### src/rtl/controle_inimigo_pkg.sv
// ============================================================================
// Module : controle_inimigo_pkg
// Brief  : Shared FSM encodings and screen constants for sprite controllers.
// Rev    : 1.0
// ============================================================================
`default_nettype none

package controle_inimigo_pkg;

    typedef enum logic [2:0] {
        ST_DIR   = 3'd0,
        ST_ESQ   = 3'd1,
        ST_DESCE = 3'd2,
        ST_MORTO = 3'd3,
        ST_FIM   = 3'd4
    } estado_t;

    localparam int c_TELA_L = 640;
    localparam int c_TELA_A = 480;

    function automatic logic [10:0] ext11(input logic [9:0] v);
        return {1'b0, v};
    endfunction

endpackage

`default_nettype wire

### src/rtl/controle_inimigo_divisor_tick.sv
// ============================================================================
// Module : divisor_tick
// Brief  : Free-running prescaler; tick is high while the count sits at DIV-1.
// Rev    : 1.0
// ============================================================================
`default_nettype none

module divisor_tick #(
    parameter int DIV = 500000
) (
    input  logic CLOCK_50,
    input  logic reset,
    input  logic en,
    output logic tick
);

    localparam int             c_W   = $clog2(DIV);
    localparam logic [c_W-1:0] c_ULT = c_W'(DIV - 1);

    logic [c_W-1:0] r_cnt;

    // Holding en low freezes the count in place rather than clearing it.
    always_ff @(posedge CLOCK_50) begin
        if (!reset) begin
            r_cnt <= '0;
        end else if (en) begin
            r_cnt <= (r_cnt == c_ULT) ? '0 : r_cnt + c_W'(1);
        end
    end

    assign tick = (r_cnt == c_ULT);

endmodule

`default_nettype wire

### src/rtl/controle_inimigo.sv
// ============================================================================
// Module : controle_inimigo
// Brief  : Enemy sprite sweep/descent/death controller over the 640x480 field.
// Rev    : 1.0
// ============================================================================
`default_nettype none

import controle_inimigo_pkg::*;

module controle_inimigo #(
    parameter int TICK_DIV    = 500000,
    parameter int X_INI       = 300,
    parameter int Y_INI       = 300,
    parameter int LARGURA     = 11,
    parameter int ALTURA      = 8,
    parameter int PASSO_X     = 2,
    parameter int PASSO_Y     = 8,
    parameter int X_MIN       = 0,
    parameter int X_MAX       = c_TELA_L - LARGURA,
    parameter int Y_MAX       = c_TELA_A - ALTURA,
    parameter int MORTO_TICKS = 100
) (
    input  logic       CLOCK_50,
    input  logic       reset,
    input  logic       pausa,
    input  logic       reiniciarJogo,
    input  logic       atingido,
    output logic [9:0] x,
    output logic [9:0] y,
    output logic [9:0] largura,
    output logic [9:0] altura,
    output logic       vivo,
    output logic       chegou_fundo
);

    localparam int              c_WM       = $clog2(MORTO_TICKS + 1);
    localparam logic [c_WM-1:0] c_MORTO_UL = c_WM'(MORTO_TICKS - 1);

    estado_t         r_estado;
    logic            r_ultima_dir;
    logic [c_WM-1:0] r_morto_cnt;

    logic        w_tick;
    logic        w_div_rst;
    logic        w_div_en;
    logic [10:0] w_x_dir;
    logic [10:0] w_y_desce;

    // Restart clears the prescaler too so cadence restarts from zero.
    assign w_div_rst = reset & ~reiniciarJogo;
    assign w_div_en  = ~pausa;

    divisor_tick #(
        .DIV (TICK_DIV)
    ) u_divisor_tick (
        .CLOCK_50 (CLOCK_50),
        .reset    (w_div_rst),
        .en       (w_div_en),
        .tick     (w_tick)
    );

    // 11-bit sums so that the wall/floor comparisons can never wrap.
    assign w_x_dir   = ext11(x) + 11'(PASSO_X);
    assign w_y_desce = ext11(y) + 11'(PASSO_Y);

    always_ff @(posedge CLOCK_50) begin
        if (!reset || reiniciarJogo) begin
            x            <= 10'(X_INI);
            y            <= 10'(Y_INI);
            largura      <= 10'(LARGURA);
            altura       <= 10'(ALTURA);
            vivo         <= 1'b1;
            chegou_fundo <= 1'b0;
            r_estado     <= ST_DIR;
            r_ultima_dir <= 1'b0;
            r_morto_cnt  <= '0;
        end else if (!pausa) begin
            if (atingido && (r_estado == ST_DIR || r_estado == ST_ESQ || r_estado == ST_DESCE)) begin
                vivo        <= 1'b0;
                r_morto_cnt <= '0;
                r_estado    <= ST_MORTO;
            end else if (w_tick) begin
                case (r_estado)
                    ST_DIR: begin
                        if (w_x_dir > 11'(X_MAX)) begin
                            x            <= 10'(X_MAX);
                            r_ultima_dir <= 1'b0;
                            r_estado     <= ST_DESCE;
                        end else begin
                            x <= w_x_dir[9:0];
                        end
                    end
                    ST_ESQ: begin
                        if (ext11(x) < 11'(X_MIN + PASSO_X)) begin
                            x            <= 10'(X_MIN);
                            r_ultima_dir <= 1'b1;
                            r_estado     <= ST_DESCE;
                        end else begin
                            x <= x - 10'(PASSO_X);
                        end
                    end
                    ST_DESCE: begin
                        if (w_y_desce >= 11'(Y_MAX)) begin
                            y            <= 10'(Y_MAX);
                            chegou_fundo <= 1'b1;
                            r_estado     <= ST_FIM;
                        end else begin
                            y        <= w_y_desce[9:0];
                            r_estado <= r_ultima_dir ? ST_DIR : ST_ESQ;
                        end
                    end
                    ST_MORTO: begin
                        if (r_morto_cnt == c_MORTO_UL) begin
                            x           <= 10'(X_INI);
                            y           <= 10'(Y_INI);
                            vivo        <= 1'b1;
                            r_morto_cnt <= '0;
                            r_estado    <= ST_DIR;
                        end else begin
                            r_morto_cnt <= r_morto_cnt + c_WM'(1);
                        end
                    end
                    default: begin
                        r_estado <= ST_FIM;
                    end
                endcase
            end
        end
    end

endmodule

`default_nettype wire

### config.mk
export PLATFORM = sky130hd
export DESIGN_NAME = controle_inimigo
export DESIGN_NICKNAME = d
export VERILOG_FILES = /design/src/rtl/controle_inimigo_pkg.sv /design/src/rtl/controle_inimigo_divisor_tick.sv /design/src/rtl/controle_inimigo.sv
export SDC_FILE = /design/constraint.sdc
export NUM_CORES = 1
export LEC_CHECK = 0
export CAP_MARGIN = 20
export CORE_UTILIZATION = 29
export CTS_CLUSTER_DIAMETER = 150
export DETAILED_ROUTE_END_ITERATION = 7
export DONT_BUFFER_PORTS = 1
export GPL_ROUTABILITY_DRIVEN = 0
export PLACE_DENSITY = 0.52
export SYNTH_ARGS = -nofsm -noshare
export SYNTH_HDL_FRONTEND = slang
export SYNTH_SLANG_ARGS = --single-unit
### constraint.sdc
create_clock -name CLOCK_50 -period 3.5 [get_ports CLOCK_50]
set_input_delay 0.7 -clock CLOCK_50 [delete_from_list [all_inputs] [get_ports CLOCK_50]]
set_output_delay 0.7 -clock CLOCK_50 [all_outputs]
set_load 0.02 [all_outputs]
==> run_summary.xml, run 1 <==
<?xml version="1.0" encoding="UTF-8"?>
<metrics>
  <group name="drt">
    <metric name="route.detailed.vias_per_inst" unit="">5.22</metric>
    <metric name="routedWlPerCell" unit="um">14.5</metric>
    <metric name="drt.antenna.violating_nets" unit="">0</metric>
    <metric name="first_iter_violations" unit="">194</metric>
    <metric name="drtPass1Iterations" unit="">6</metric>
    <metric name="wirelength" unit="um">8240</metric>
    <metric name="post-route-drc-count" unit="">12</metric>
    <metric name="dr_total_vias" unit="">2960</metric>
  </group>
  <group name="logic_synthesis">
    <metric name="ys_ff_latch" unit="">50</metric>
    <metric name="post-synth-top-area-cell" unit="">sky130_fd_sc_hd__dfxtp_1</metric>
    <metric name="postSynthCellCount" unit="">436</metric>
    <metric name="synth_seq_area_share" unit="%">28.9</metric>
    <metric name="most_frequently_used_cell_type_in_the_post_synthesis_netlist" unit="">sky130_fd_sc_hd__nor2_1</metric>
    <metric name="synthArstFlopShare" unit="%">0</metric>
    <metric name="synth_common_cells" unit="">sky130_fd_sc_hd__nor2_1, sky130_fd_sc_hd__dfxtp_1, sky130_fd_sc_hd__nand2_1</metric>
    <metric name="netlist-cell-type-count" unit="">71</metric>
    <metric name="synth-edff-count" unit="">0</metric>
    <metric name="synth.avg_cell_area" unit="um2">7.95</metric>
    <metric name="netlist_area_before_placement" unit="um2">3470</metric>
    <metric name="synthFlopType" unit="">sky130_fd_sc_hd__dfxtp_1</metric>
    <metric name="synthTopCellsByArea" unit="">sky130_fd_sc_hd__dfxtp_1, sky130_fd_sc_hd__nor2_1, sky130_fd_sc_hd__buf_4, sky130_fd_sc_hd__xor2_1, sky130_fd_sc_hd__nand2_1</metric>
    <metric name="synth.yosys.warnings" unit="">0</metric>
    <metric name="synth_top_area_share" unit="%">28.9</metric>
  </group>
  <group name="timing">
    <metric name="final.setup.tns" unit="ns">0</metric>
    <metric name="timing.final.max_slew_violations" unit="">0</metric>
    <metric name="finClkSkew" unit="ns">0.00703</metric>
    <metric name="number_of_failing_hold_endpoints_at_the_final_stage" unit="">0</metric>
    <metric name="tightestPinTransition" unit="ns">0.743</metric>
    <metric name="layout_worst_path_cycle_share" unit="%">78.7</metric>
    <metric name="timing.final.setup_violations" unit="">0</metric>
    <metric name="timing.final.crit_period" unit="ns">2.76</metric>
    <metric name="fmaxAchievable" unit="MHz">363</metric>
    <metric name="rsz_0062_raised_after_global_routing" unit="">no</metric>
    <metric name="timing.slew.headroom" unit="%">50.1</metric>
  </group>
  <group name="clock_network">
    <metric name="cts_buffer_depth" unit="">2</metric>
    <metric name="post_cts_hold_buffer_count" unit="">0</metric>
    <metric name="ctsRootBufferMaster" unit="">sky130_fd_sc_hd__clkbuf_16</metric>
    <metric name="path_clk_slew" unit="ns">0.07</metric>
    <metric name="tritoncts" unit="">done</metric>
    <metric name="h-tree-depth" unit="">2</metric>
    <metric name="clock_insertion_delay_worst_skew" unit="ns">0.29</metric>
    <metric name="clock_sink_count" unit="">50</metric>
    <metric name="post-cts-setup-buffers" unit="">0</metric>
    <metric name="cts_resized" unit="">0</metric>
    <metric name="cts_inserted_buffers" unit="">5</metric>
  </group>
  <group name="worst_setup_path">
    <metric name="beginning_of_the_worst_register_to_register_path" unit="">x[2]</metric>
    <metric name="timing.critical_path.from" unit="">x[2]</metric>
    <metric name="timing.critical_path.from_type" unit="">flip-flop</metric>
    <metric name="timing.critical_path.cells" unit="">ha_1 &gt; nand4_1 &gt; nor3_1 &gt; o22ai_1 &gt; o32ai_2 &gt; o21ai_0 &gt; o31ai_1</metric>
    <metric name="critical-path-max-stage-delay" unit="ns">0.66</metric>
    <metric name="setup.worst_path.class" unit="">reg -&gt; reg</metric>
    <metric name="path_max_fanout" unit="">11</metric>
    <metric name="worstSetupEndpointType" unit="">flip-flop</metric>
    <metric name="timing.critical_path.arrival" unit="ns">2.95</metric>
    <metric name="timing.critical_path.required" unit="ns">3.70</metric>
    <metric name="critPathSlowestCell" unit="">sky130_fd_sc_hd__dfxtp_1</metric>
  </group>
  <group name="min_path">
    <metric name="worst_hold_startpoint" unit="">r_morto_cnt[6]</metric>
    <metric name="min_path_type" unit="">reg -&gt; reg</metric>
  </group>
  <group name="placement">
    <metric name="place_inst" unit="">559</metric>
    <metric name="dp_hpwl" unit="um">5960</metric>
    <metric name="numPortBuffers" unit="">0</metric>
  </group>
  <group name="grt">
    <metric name="number_of_global_route_vias_before_repair" unit="">2818</metric>
    <metric name="antenna_found_initial" unit="">0</metric>
    <metric name="top_usage_layer" unit="">met2</metric>
    <metric name="met2_usage" unit="%">22.9</metric>
    <metric name="met3_usage" unit="%">2.94</metric>
    <metric name="globalRouteOverflowTotal" unit="">0</metric>
    <metric name="global_route.usage.total" unit="%">13.9</metric>
    <metric name="grt.met1_usage" unit="%">18.6</metric>
    <metric name="pin_count_of_the_biggest_net_entering_global_routing" unit="">19</metric>
    <metric name="global_route_wire_length_before_repair" unit="um">14200</metric>
  </group>
  <group name="layout">
    <metric name="final_cells" unit="">567</metric>
    <metric name="syn_to_final_growth" unit="%">3.61</metric>
    <metric name="layout.filler_cells" unit="">1233</metric>
    <metric name="final_core_util" unit="%">31.2</metric>
    <metric name="drive_gt1_share" unit="%">5.90</metric>
    <metric name="antenna-diode-count" unit="">0</metric>
    <metric name="total_nets_final" unit="">436</metric>
  </group>
  <group name="pwr">
    <metric name="power-per-cell-area" unit="nW/um2">340</metric>
    <metric name="totalPowerFinal" unit="mW">1.22</metric>
    <metric name="max-vdd-ir-drop" unit="uV">215</metric>
    <metric name="total_leakage_power" unit="nW">1.25</metric>
  </group>
  <group name="die">
    <metric name="dieHeight" unit="um">111</metric>
    <metric name="x_dimension_of_the_die" unit="um">111</metric>
    <metric name="floorplan_die_area" unit="um2">12400</metric>
    <metric name="placeableCoreArea" unit="um2">11500</metric>
    <metric name="floorplan.initialDensity" unit="%">30.1</metric>
    <metric name="fp-row-count" unit="">39</metric>
    <metric name="number_of_top_level_design_ports" unit="">47</metric>
  </group>
  <group name="run_status">
    <metric name="status" unit="">finished, violations left</metric>
    <metric name="failing_checks" unit="">DRC</metric>
  </group>
  <group name="job">
    <metric name="max_cap_violations" unit="">0</metric>
  </group>
</metrics>
worst max-delay path: cells and delay by family (launching register included):
family | cells | cell delay (ns)
adder cells (fa/ha/maj) | 1 | 0.39
AO/OA/AOI/OAI | 4 | 1.16
flip-flops | 1 | 0.66
AND/OR/NAND/NOR | 2 | 0.45
cells by family (layout without fill, tap and decap cells):
kind of cell	after synthesis	in the layout	synth area share [%]
simple gates	189	189	29.0
compound gates	102	102	20.6
buf+inv	55	23	10.8
flops	50	50	28.9
xor+xnor	29	29	7.33
fa+ha+maj	8	8	2.89
other cells	2	22	0.217
mux	1	1	0.289
placed cells by master, fill, tap and decap left out, types with 3 or more instances in the layout:
master,n
sky130_fd_sc_hd__conb_1,22
sky130_fd_sc_hd__o21ai_1,3
sky130_fd_sc_hd__o31a_1,3
sky130_fd_sc_hd__xor2_1,18
sky130_fd_sc_hd__or4_1,4
sky130_fd_sc_hd__o22ai_1,4
sky130_fd_sc_hd__clkbuf_16,5
sky130_fd_sc_hd__a211oi_1,5
sky130_fd_sc_hd__inv_1,12
sky130_fd_sc_hd__nor4b_1,5
sky130_fd_sc_hd__ha_1,8
sky130_fd_sc_hd__and3b_1,3
sky130_fd_sc_hd__o31ai_1,6
sky130_fd_sc_hd__and3_1,5
sky130_fd_sc_hd__nand2b_1,6
sky130_fd_sc_hd__nand4_1,6
sky130_fd_sc_hd__a31oi_1,7
sky130_fd_sc_hd__buf_4,3
sky130_fd_sc_hd__dfxtp_1,50
sky130_fd_sc_hd__nor2_1,54
sky130_fd_sc_hd__nor3_1,17
sky130_fd_sc_hd__or3_1,4
sky130_fd_sc_hd__o21ai_0,16
sky130_fd_sc_hd__nor4_1,4
sky130_fd_sc_hd__a22o_1,5
sky130_fd_sc_hd__and4_1,4
sky130_fd_sc_hd__o211ai_1,4
sky130_fd_sc_hd__nand2_1,36
sky130_fd_sc_hd__nor2b_1,9
sky130_fd_sc_hd__a21oi_1,24
sky130_fd_sc_hd__nand3_1,14
sky130_fd_sc_hd__xnor2_1,11
final timing paths:
path | depth (start not counted) | to | slack, ns
max | 7 | x[0] | 0.74
min | 2 | r_morto_cnt[6] | 0.52
max reg2reg | 7 | x[0] | 0.74
min reg2reg | 2 | r_morto_cnt[6] | 0.52
area by class of cell:
class                           count  area (um2)  share of cell area, %
Clock buffer                        6         139                   3.87
Tap cell                          143         179                   4.98
Timing Repair Buffer                3        22.5                  0.627
Multi-Input combinational cell    351        2170                   60.3
Clock inverter                      2        38.8                   1.08
Sequential cell                    50        1000                   27.9
Inverter                           12        45.0                   1.25
where the power goes:
part	internal, mW	total [mW]	leakage (nW)	switching (mW)
sequential	0.571	0.575	0.403	0.00453
combinational	0.0138	0.0620	0.762	0.0482
clock	0.360	0.583	0.0875	0.223
total	0.944	1.22	1.25	0.276
routing by layer:
metal	share of wire, %	vias up
li1	-	1508
met1	48	1390
met2	47	60
met3	4.8	2
met4	0.27	0
met5	0	-
flip-flops by register name, indices dropped and copies added (netlist names):
register and flops:
r_morto_cnt 7, vivo 1, x 10, chegou_fundo 1, y 8, r_estado 3
u_divisor_tick.r_cnt 19, r_ultima_dir 1
through the flow:
| stage | hold slack, ns | worst slack, ns | cell area (um2) |
|---|---|---|---|
| floorplan | 0.479 | 1.17 | 3540 |
| global placement | 0.492 | 0.853 | 3410 |
| detailed placement | 0.503 | 0.739 | 3410 |
| CTS | 0.527 | 0.724 | 3590 |
| global route | 0.547 | 0.392 | 3590 |
| finish | 0.518 | 0.744 | 3590 |
Power figures use the tool's default switching activity.
==> run 2: changes to the inputs <==
--- a/config.mk
+++ b/config.mk
@@ -11,7 +11,7 @@
 export DETAILED_ROUTE_END_ITERATION = 7
 export DONT_BUFFER_PORTS = 1
 export GPL_ROUTABILITY_DRIVEN = 0
-export PLACE_DENSITY = 0.52
+export PLACE_DENSITY = 0.53
 export SYNTH_ARGS = -nofsm -noshare
 export SYNTH_HDL_FRONTEND = slang
 export SYNTH_SLANG_ARGS = --single-unit
==> constraint.sdc (replaced) <==
create_clock -name CLOCK_50 -period 2.4 [get_ports CLOCK_50]
set_input_delay 0.48 -clock CLOCK_50 [delete_from_list [all_inputs] [get_ports CLOCK_50]]
set_output_delay 0.48 -clock CLOCK_50 [all_outputs]
set_load 0.02 [all_outputs]
==> run 2 against run 1 <==
- count of clock-buffer cells in the layout unchanged
- clock skew is 0.0053 ns higher
- final cell count grew 6.7%
- highest routed layer unchanged
- combinational power rose by 56%
- the run still ends with DRC left
- critical path type unchanged
==> run_summary.xml, run 2 (synthesis results as in run 1) <==
<?xml version="1.0" encoding="UTF-8"?>
<metrics>
  <group name="run_status">
    <metric name="status" unit="">finished, violations left</metric>
    <metric name="failing_checks" unit="">DRC</metric>
  </group>
  <group name="die">
    <metric name="fp-row-count" unit="">39</metric>
    <metric name="floorplan.initialDensity" unit="%">30.1</metric>
    <metric name="x_dimension_of_the_die" unit="um">111</metric>
    <metric name="number_of_top_level_design_ports" unit="">47</metric>
    <metric name="placeableCoreArea" unit="um2">11500</metric>
    <metric name="dieHeight" unit="um">111</metric>
    <metric name="floorplan_die_area" unit="um2">12400</metric>
  </group>
  <group name="layout">
    <metric name="total_nets_final" unit="">474</metric>
    <metric name="mostFrequentLayoutCell" unit="">sky130_fd_sc_hd__nor2_1</metric>
    <metric name="antenna-diode-count" unit="">0</metric>
    <metric name="final_cell_area" unit="um2">3890</metric>
    <metric name="drive_gt1_share" unit="%">13.9</metric>
    <metric name="mostFrequentLayoutCells" unit="">sky130_fd_sc_hd__nor2_1, sky130_fd_sc_hd__dfxtp_1, sky130_fd_sc_hd__buf_4, sky130_fd_sc_hd__nand2_1, sky130_fd_sc_hd__a21oi_1</metric>
    <metric name="layout.filler_cells" unit="">1213</metric>
    <metric name="final_cells" unit="">605</metric>
    <metric name="largest_register_by_flop_count" unit="">u_divisor_tick.r_cnt</metric>
    <metric name="syn_to_final_growth" unit="%">12.3</metric>
    <metric name="biggestRegsByFlops" unit="">u_divisor_tick.r_cnt: 19 flops, x: 10 flops, y: 8 flops</metric>
    <metric name="largest_register_ff_count" unit="">19</metric>
  </group>
  <group name="timing">
    <metric name="timing.hold.ws" unit="ns">0.335</metric>
    <metric name="number_of_failing_hold_endpoints_at_the_final_stage" unit="">0</metric>
    <metric name="timing.final.crit_period" unit="ns">2.24</metric>
    <metric name="layout_worst_path_cycle_share" unit="%">93.4</metric>
    <metric name="timing.slew.headroom" unit="%">57.7</metric>
    <metric name="fmaxAchievable" unit="MHz">446</metric>
    <metric name="rsz_0062_raised_after_global_routing" unit="">no</metric>
    <metric name="tightestPinTransition" unit="ns">0.631</metric>
    <metric name="finClkSkew" unit="ns">0.0123</metric>
    <metric name="final.setup.tns" unit="ns">0</metric>
    <metric name="timing.final.setup_violations" unit="">0</metric>
    <metric name="timing.final.max_slew_violations" unit="">0</metric>
  </group>
  <group name="grt">
    <metric name="number_of_global_route_vias_before_repair" unit="">3010</metric>
    <metric name="global_route.usage.total" unit="%">14.4</metric>
    <metric name="pin_count_of_the_biggest_net_entering_global_routing" unit="">19</metric>
    <metric name="globalRouteOverflowTotal" unit="">0</metric>
    <metric name="global_route_wire_length_before_repair" unit="um">14800</metric>
    <metric name="antenna_found_initial" unit="">0</metric>
  </group>
  <group name="drt">
    <metric name="drtPass1Iterations" unit="">7</metric>
    <metric name="post-route-drc-count" unit="">11</metric>
    <metric name="drt.antenna.violating_nets" unit="">0</metric>
    <metric name="routedWlPerCell" unit="um">14.3</metric>
    <metric name="dr_total_vias" unit="">3163</metric>
    <metric name="first_iter_violations" unit="">278</metric>
    <metric name="wirelength" unit="um">8660</metric>
    <metric name="route.detailed.vias_per_inst" unit="">5.23</metric>
  </group>
  <group name="placement">
    <metric name="place_inst" unit="">595</metric>
    <metric name="place_area" unit="um2">3680</metric>
    <metric name="numPortBuffers" unit="">0</metric>
    <metric name="dp_hpwl" unit="um">6400</metric>
  </group>
  <group name="pwr">
    <metric name="max-vdd-ir-drop" unit="uV">224</metric>
    <metric name="total_leakage_power" unit="nW">1.43</metric>
    <metric name="power-per-cell-area" unit="nW/um2">445</metric>
  </group>
  <group name="clock_network">
    <metric name="cts_inserted_buffers" unit="">5</metric>
    <metric name="h-tree-depth" unit="">2</metric>
    <metric name="path_clk_slew" unit="ns">0.07</metric>
    <metric name="post_cts_hold_buffer_count" unit="">0</metric>
    <metric name="cts_buffer_depth" unit="">2</metric>
    <metric name="clock_insertion_delay_worst_skew" unit="ns">0.29</metric>
    <metric name="clock_sink_count" unit="">50</metric>
    <metric name="ctsRootBufferMaster" unit="">sky130_fd_sc_hd__clkbuf_16</metric>
    <metric name="tritoncts" unit="">done</metric>
  </group>
  <group name="worst_setup_path">
    <metric name="timing.critical_path.arrival" unit="ns">2.45</metric>
    <metric name="timing.critical_path.from_type" unit="">flip-flop</metric>
    <metric name="path_max_fanout" unit="">6</metric>
    <metric name="critical-path-max-stage-delay" unit="ns">0.41</metric>
    <metric name="worstSetupEndpointType" unit="">flip-flop</metric>
    <metric name="beginning_of_the_worst_register_to_register_path" unit="">x[1]</metric>
    <metric name="setup.worst_path.class" unit="">reg -&gt; reg</metric>
    <metric name="worstPathBufferInverterCount" unit="">2</metric>
    <metric name="timing.critical_path.required" unit="ns">2.61</metric>
    <metric name="cpLargestDelayFamily" unit="">simple AND/OR/NAND/NOR gates</metric>
    <metric name="timing.critical_path.from" unit="">x[1]</metric>
    <metric name="timing.critical_path.cells" unit="">inv_1 &gt; ha_1 &gt; a31oi_1 &gt; nor3_1 &gt; o32ai_4 &gt; buf_4 &gt; or3_1 &gt; a21oi_1</metric>
    <metric name="critPathSlowestCell" unit="">sky130_fd_sc_hd__dfxtp_1</metric>
  </group>
  <group name="job">
    <metric name="max_cap_violations" unit="">0</metric>
  </group>
  <group name="min_path">
    <metric name="worst_hold_startpoint" unit="">pausa</metric>
    <metric name="min_path_type" unit="">in -&gt; reg</metric>
  </group>
</metrics>
run 2: changes by cell type in the layout (fill, tap and decap cells not counted), sizes merged:
cell,previous run,this run
clkinvlp,0,1
inv,13,12
buf,3,41
run 2: final cells by class:
| class | count | area, um2 | area share (%) |
|---|---|---|---|
| clock buffer | 6 | 129 | 3.31 |
| sequential | 50 | 1000 | 25.7 |
| clock inverter | 2 | 37.5 | 0.964 |
| multi-input combinational | 351 | 2190 | 56.4 |
| inverter | 12 | 45.0 | 1.16 |
| tap | 143 | 179 | 4.60 |
| timing repair buffer | 41 | 308 | 7.90 |
run 2: worst reg2reg max path, cell delays in order (launching register included):
cell and delay (ns):
sky130_fd_sc_hd__dfxtp_1 0.41, sky130_fd_sc_hd__inv_1 0.11, sky130_fd_sc_hd__ha_1 0.33, sky130_fd_sc_hd__a31oi_1 0.09
sky130_fd_sc_hd__nor3_1 0.37, sky130_fd_sc_hd__o32ai_4 0.20, sky130_fd_sc_hd__buf_4 0.18, sky130_fd_sc_hd__or3_1 0.34
sky130_fd_sc_hd__a21oi_1 0.15
run 2: per-stage QoR:
step | total power, mW | setup WS [ns] | util [%]
6_report | 1.73 | 0.157 | 33.8
5_1_grt | 1.80 | 0.00140 | 33.8
4_1_cts | 1.75 | 0.0890 | 33.4
3_5_place_dp | 0.953 | 0.0990 | 32.0
3_3_place_gp | 0.953 | 0.108 | 32.0
2_1_floorplan | 0.964 | 0.0668 | -
run 2: timing repair:
action                     4_1_cts  5_1_grt
resized for setup                0        4
buffers inserted                 0        2
hold endpoints to repair         0        0
setup endpoints to repair        0       14
run 2: worst paths after layout:
path                                           endpoint  slack, ns  depth (start not counted)
worst max-delay path                       r_ultima_dir       0.16                          8
worst min-delay path            u_divisor_tick.r_cnt[0]       0.33                          2
worst max register to register             r_ultima_dir       0.16                          8
worst min register to register           r_morto_cnt[5]       0.53                          2
run 2: power by group:
part           leakage [nW]  switching (mW)  internal (mW)  total, mW
logic                 0.946          0.0732         0.0236     0.0968
registers             0.403         0.00564          0.833      0.838
clock network        0.0771           0.307          0.492      0.799
run 2: metal layers:
layer  GRT usage, %  part of all wire, %  up-vias
li1               -                    -     1575
met1           19.8                   49     1485
met2           23.0                   44       96
met3           2.83                  5.7        7
met4           3.78                  1.0        0
met5              0                    0        -
